===== config.mk =====
export PLATFORM = sky130hd
export DESIGN_NAME = decoder_scan_seq
export DESIGN_NICKNAME = d
export VERILOG_FILES = /design/src/rtl/decoder_scan_seq.sv
export SDC_FILE = /design/constraint.sdc
export NUM_CORES = 1
export LEC_CHECK = 0
export ABC_CLOCK_PERIOD_IN_PS = 1900
export BUFFER_PORTS_ARGS = -buffer_cell sky130_fd_sc_hd__buf_2
export CORE_AREA = 5 5 49 51
export DETAILED_ROUTE_END_ITERATION = 10
export DIE_AREA = 0 0 54 56
export PLACE_DENSITY = 0.72
export SLEW_MARGIN = 25
export SYNTH_ARGS = -nofsm -noshare
export SYNTH_HDL_FRONTEND = slang
export SYNTH_SLANG_ARGS = --single-unit

===== constraint.sdc =====
create_clock -name clk -period 1.9 [get_ports clk]
set_input_delay 0.38 -clock clk [delete_from_list [all_inputs] [get_ports clk]]
set_output_delay 0.38 -clock clk [all_outputs]
set_load 0.01 [all_outputs]

===== src/rtl/decoder_scan_seq.sv =====
// Registered one-hot decoder with a handshake address port and an automatic scan sequencer.
// Build option: define DECODER_SCAN_ONESHOT_EN to end a scan in HOLD at the wrap to index 0.
module decoder_scan_seq #(
  parameter int AW = 3,
  parameter int DW = 4
) (
  input  logic                clk,
  input  logic                rst,
  input  logic                en,
  input  logic                a_valid,
  input  logic [AW-1:0]       a,
  output logic                a_ready,
  input  logic                start,
  input  logic                stop,
  input  logic                clr,
  input  logic [DW-1:0]       dwell,
  output logic [(2**AW)-1:0]  y,
  output logic [AW-1:0]       y_idx,
  output logic                busy,
  output logic                wrap
);

  localparam int OW = 2 ** AW;
  localparam logic [AW-1:0] IDX_LAST = '1;

  typedef enum logic [1:0] {
    IDLE = 2'd0,
    HOLD = 2'd1,
    SCAN = 2'd2
  } state_t;

  state_t        state;
  logic [AW-1:0] idx;
  logic [DW-1:0] cnt;
  logic          y_act;
  logic          hs;

  // Address is refused while scanning and whenever a higher-priority request is present.
  assign a_ready = (state != SCAN) && !start && !clr;
  assign hs      = a_valid && a_ready;
  assign busy    = (state == SCAN);
  assign y_idx   = idx;
  assign y       = (en && y_act) ? (OW'(1) << idx) : '0;

  // NOTE: every register here uses <= so all next-state terms read the pre-edge values.
  always_ff @(posedge clk or posedge rst) begin
    if (rst) begin
      state <= IDLE;
      idx   <= '0;
      cnt   <= '0;
      y_act <= 1'b0;
      wrap  <= 1'b0;
    end else begin
      wrap <= 1'b0;
      if (clr) begin
        state <= IDLE;
        y_act <= 1'b0;
      end else begin
        unique case (state)
          IDLE: begin
            if (start) begin
              state <= SCAN;
              y_act <= 1'b1;
              cnt   <= dwell;
            end else if (hs) begin
              state <= HOLD;
              y_act <= 1'b1;
              idx   <= a;
            end
          end
          HOLD: begin
            if (start) begin
              state <= SCAN;
              cnt   <= dwell;
            end else if (hs) begin
              idx <= a;
            end
          end
          SCAN: begin
            if (stop) begin
              state <= HOLD;
            end else if (en) begin
              if (cnt == '0) begin
                idx <= idx + 1'b1;
                cnt <= dwell;
                if (idx == IDX_LAST) begin
                  wrap <= 1'b1;
`ifdef DECODER_SCAN_ONESHOT_EN
                  state <= HOLD;
`else
                  state <= SCAN;
`endif
                end
              end else begin
                cnt <= cnt - 1'b1;
              end
            end
          end
          default: begin
            state <= IDLE;
            y_act <= 1'b0;
          end
        endcase
      end
    end
  end

  a_onehot: assert property (@(posedge clk) disable iff (rst) $onehot0(y));
  a_busy_act: assert property (@(posedge clk) disable iff (rst) busy |-> y_act);

endmodule


==> impl_metrics.toml <==
[worst_setup_path]
cp_data_arrival_time_ns = 1.44
critPathMaxFanout = 4
r2r-end = "cnt[0]$_DFFE_PP0P_"
cp_common_cell = "ha_1"
r2r_slack_ns = 0.18
worst-path-buf-inv = 1
critPathKind = "reg2out"
r2r_cells = 7
crit_chain = "ha_1 -> ha_1 -> and3_2 -> buf_2"
critPathRequiredTime_ns = 1.52
cpPeakStageDelay_ns = 0.42
crit_path_start = "y_idx[0]$_DFFE_PP0P_"
path_delay_family = "adder cells"
worst_setup_path_start_kind = "register"
rr_startpoint = "state[0]$_DFFE_PP0P_"
crit_path_end_kind = "output pin"
cp_slowest_cell = "dfrtp_1"

[power_and_ir_drop]
p_leak_nw = 0.584
cellPowerDensity_nw_per_um2 = 1350
power_mw = 1.51
ir_drop_v = 0.000864

[cells_and_area]
diodes = 0
fin_area_um2 = 1120
layout.nets = 159
syn2layout_area_growth_pct = 24.4
layout_common_cells = "27 x buf_2, 13 x nor2_1, 11 x inv_1, 11 x dfrtp_1, 10 x ha_1"
nFillCells = 174
drive_gt1_share_pct = 30.8
final_common_cell = "buf_2"
final_cells = 160

[sta]
relSlewSlack_pct = 66.3
fin_skew_ns = 0.00156
timing.hold.ws_ns = 0.0887
hold_violations = 0
fmax_mhz = 551
drv_slew = 0
final.setup.tns_ns = 0
worstMarginPinSlew_ns = 0.505
rsz0062_at_grt = "false"
final.period_utilization_pct = 95.6
layout_min_cycle_time_ns = 1.82
setup_violations = 0

[die]
io_pins = 28
placementRows = 16
die_height_um = 56
die_x_um = 54
die_area_um2 = 3020
start_util_pct = 47.2
core_area_um2 = 1900

[place]
place.gp.congestion = 0.893
dp.cells = 154
dpl-instance-area_um2 = 1070
portBuffers = 27
dp_hpwl_mm = 1.65

[routing]
vias = 851
wl_mm = 2.10
viasPerCell = 5.32
drtPass1Iterations = 4
drtIter0Drc = 28
ant_nets = 0
drc_errors = 0
wl_per_cell_um = 13.1

[clock_network]
cts-hold-fix-buffers = 0
cts_made_buffers = 3
cts_tree = "done"
cts-root-buf = "clkbuf_4"
clockBufferDepth = 2
cts_num_sinks = 11
clkLatencyLatePin_ns = 0.28
clkSlewWorstSetupHoldPaths_ns = 0.08
htree_num_levels = 1

[logic_synthesis]
syn-mean-instance-area_um2 = 8.98
ys.flop_type = "dfrtp_1"
synth-edff-count = 0
ys_ff_latch = 11
synth.distinct_cells = 34
ys_seq_area_share_pct = 30.6
synthesis.nets = 125
syn-cell-area_um2 = 898
yosysWarnings = 0
async_flop_share_pct = 100
netlist_instances = 100

[grt]
overflow = 0
antenna_found_initial = 0
grt_pass1_vias = 809
grt_max_degree = 12
grt_pass1_wl_mm = 3.51
grt_usage_pct = 15.4

[hold_path]
min_path_type = "in2async"

[run_status]
status = "finished clean"

[job]
cap_violations = 0
## where the power goes
group	total, mW	leakage, nW	internal [mW]	switching (mW)
logic	0.894	0.435	0.407	0.487
registers	0.448	0.133	0.338	0.111
clock network	0.170	0.0150	0.0815	0.0881
## how the worst max path moves through the flow
stage                           end  slack [ns]  depth (start not counted)
6_report                       y[7]        0.08                          4
2_1_floorplan  state[0]$_DFFE_PP0P_        0.20                          6
4_1_cts                     a_ready        0.06                          5
3_5_place_dp     cnt[0]$_DFFE_PP0P_         0.1                          6
3_3_place_gp     cnt[2]$_DFFE_PP0P_        0.17                          6
5_1_grt                        y[7]       0.009                          4
## stage by stage
stage	worst slack, ns	utilization, %
4_1_cts	0.0625	57.8
3_5_place_dp	0.0967	56.4
3_3_place_gp	0.174	56.4
6_report	0.0838	58.8
5_1_grt	0.00938	58.8
2_1_floorplan	0.204	-
## state kept, by name (all words and copies together) (netlist names)
register,flops
cnt,4
state,2
wrap,1
y_act,1
y_idx,3
## layer usage
layer / track usage [%] / share of wire (%)
met5: 0 / 0
met4: 6.41 / 2.1
met3: 5.63 / 7.7
met2: 21.8 / 47
met1: 20.6 / 43
## cells by family (layout without fill, tap and decap cells)
kind of cell	count (synthesis)	count (layout)	share of synthesized area (%)
buffers and inverters	13	46	5.57
AND/OR/NAND/NOR	34	34	18.7
flip-flops	11	11	30.6
AO/OA/AOI/OAI	24	24	21.9
multiplexers	7	7	7.94
adder cells (fa/ha/maj)	11	11	15.3
## Yosys cell counts (2+ instances only)
| cell type | count | area share (%) |
|---|---|---|
| nand3_1 | 2 | 1.1 |
| a21oi_1 | 3 | 1.7 |
| nand2b_1 | 4 | 2.8 |
| a22oi_1 | 2 | 1.7 |
| o32ai_1 | 2 | 2.0 |
| inv_1 | 11 | 4.6 |
| dfrtp_1 | 11 | 31 |
| a211oi_1 | 2 | 1.7 |
| nor2_1 | 13 | 5.4 |
| mux2i_1 | 6 | 6.7 |
| nand2_1 | 6 | 2.5 |
| nor3_1 | 4 | 2.2 |
| o21ai_0 | 2 | 1.1 |
| and3_2 | 2 | 1.7 |
| ha_1 | 11 | 15 |
## cell type report
class,count,area (um2),area share [%]
clock buffer,4,26.3,2.35
inverter,11,41.3,3.70
multi-input combinational,76,576,51.5
sequential,11,275,24.6
tap,27,33.8,3.02
timing repair buffer,31,165,14.8
## what timing repair did
item	4_1_cts	5_1_grt
buffers inserted	0	2
resized for setup	0	1
setup endpoints to repair	0	5
## worst register-to-register path: cells and delay by family, from the launching register on
kind / cells / cell delay [ns]
buf+inv: 3 / 0.45
compound gates: 3 / 0.57
fa+ha+maj: 1 / 0.20
flops: 1 / 0.38
No activity file was read; power rests on OpenSTA's default activity.
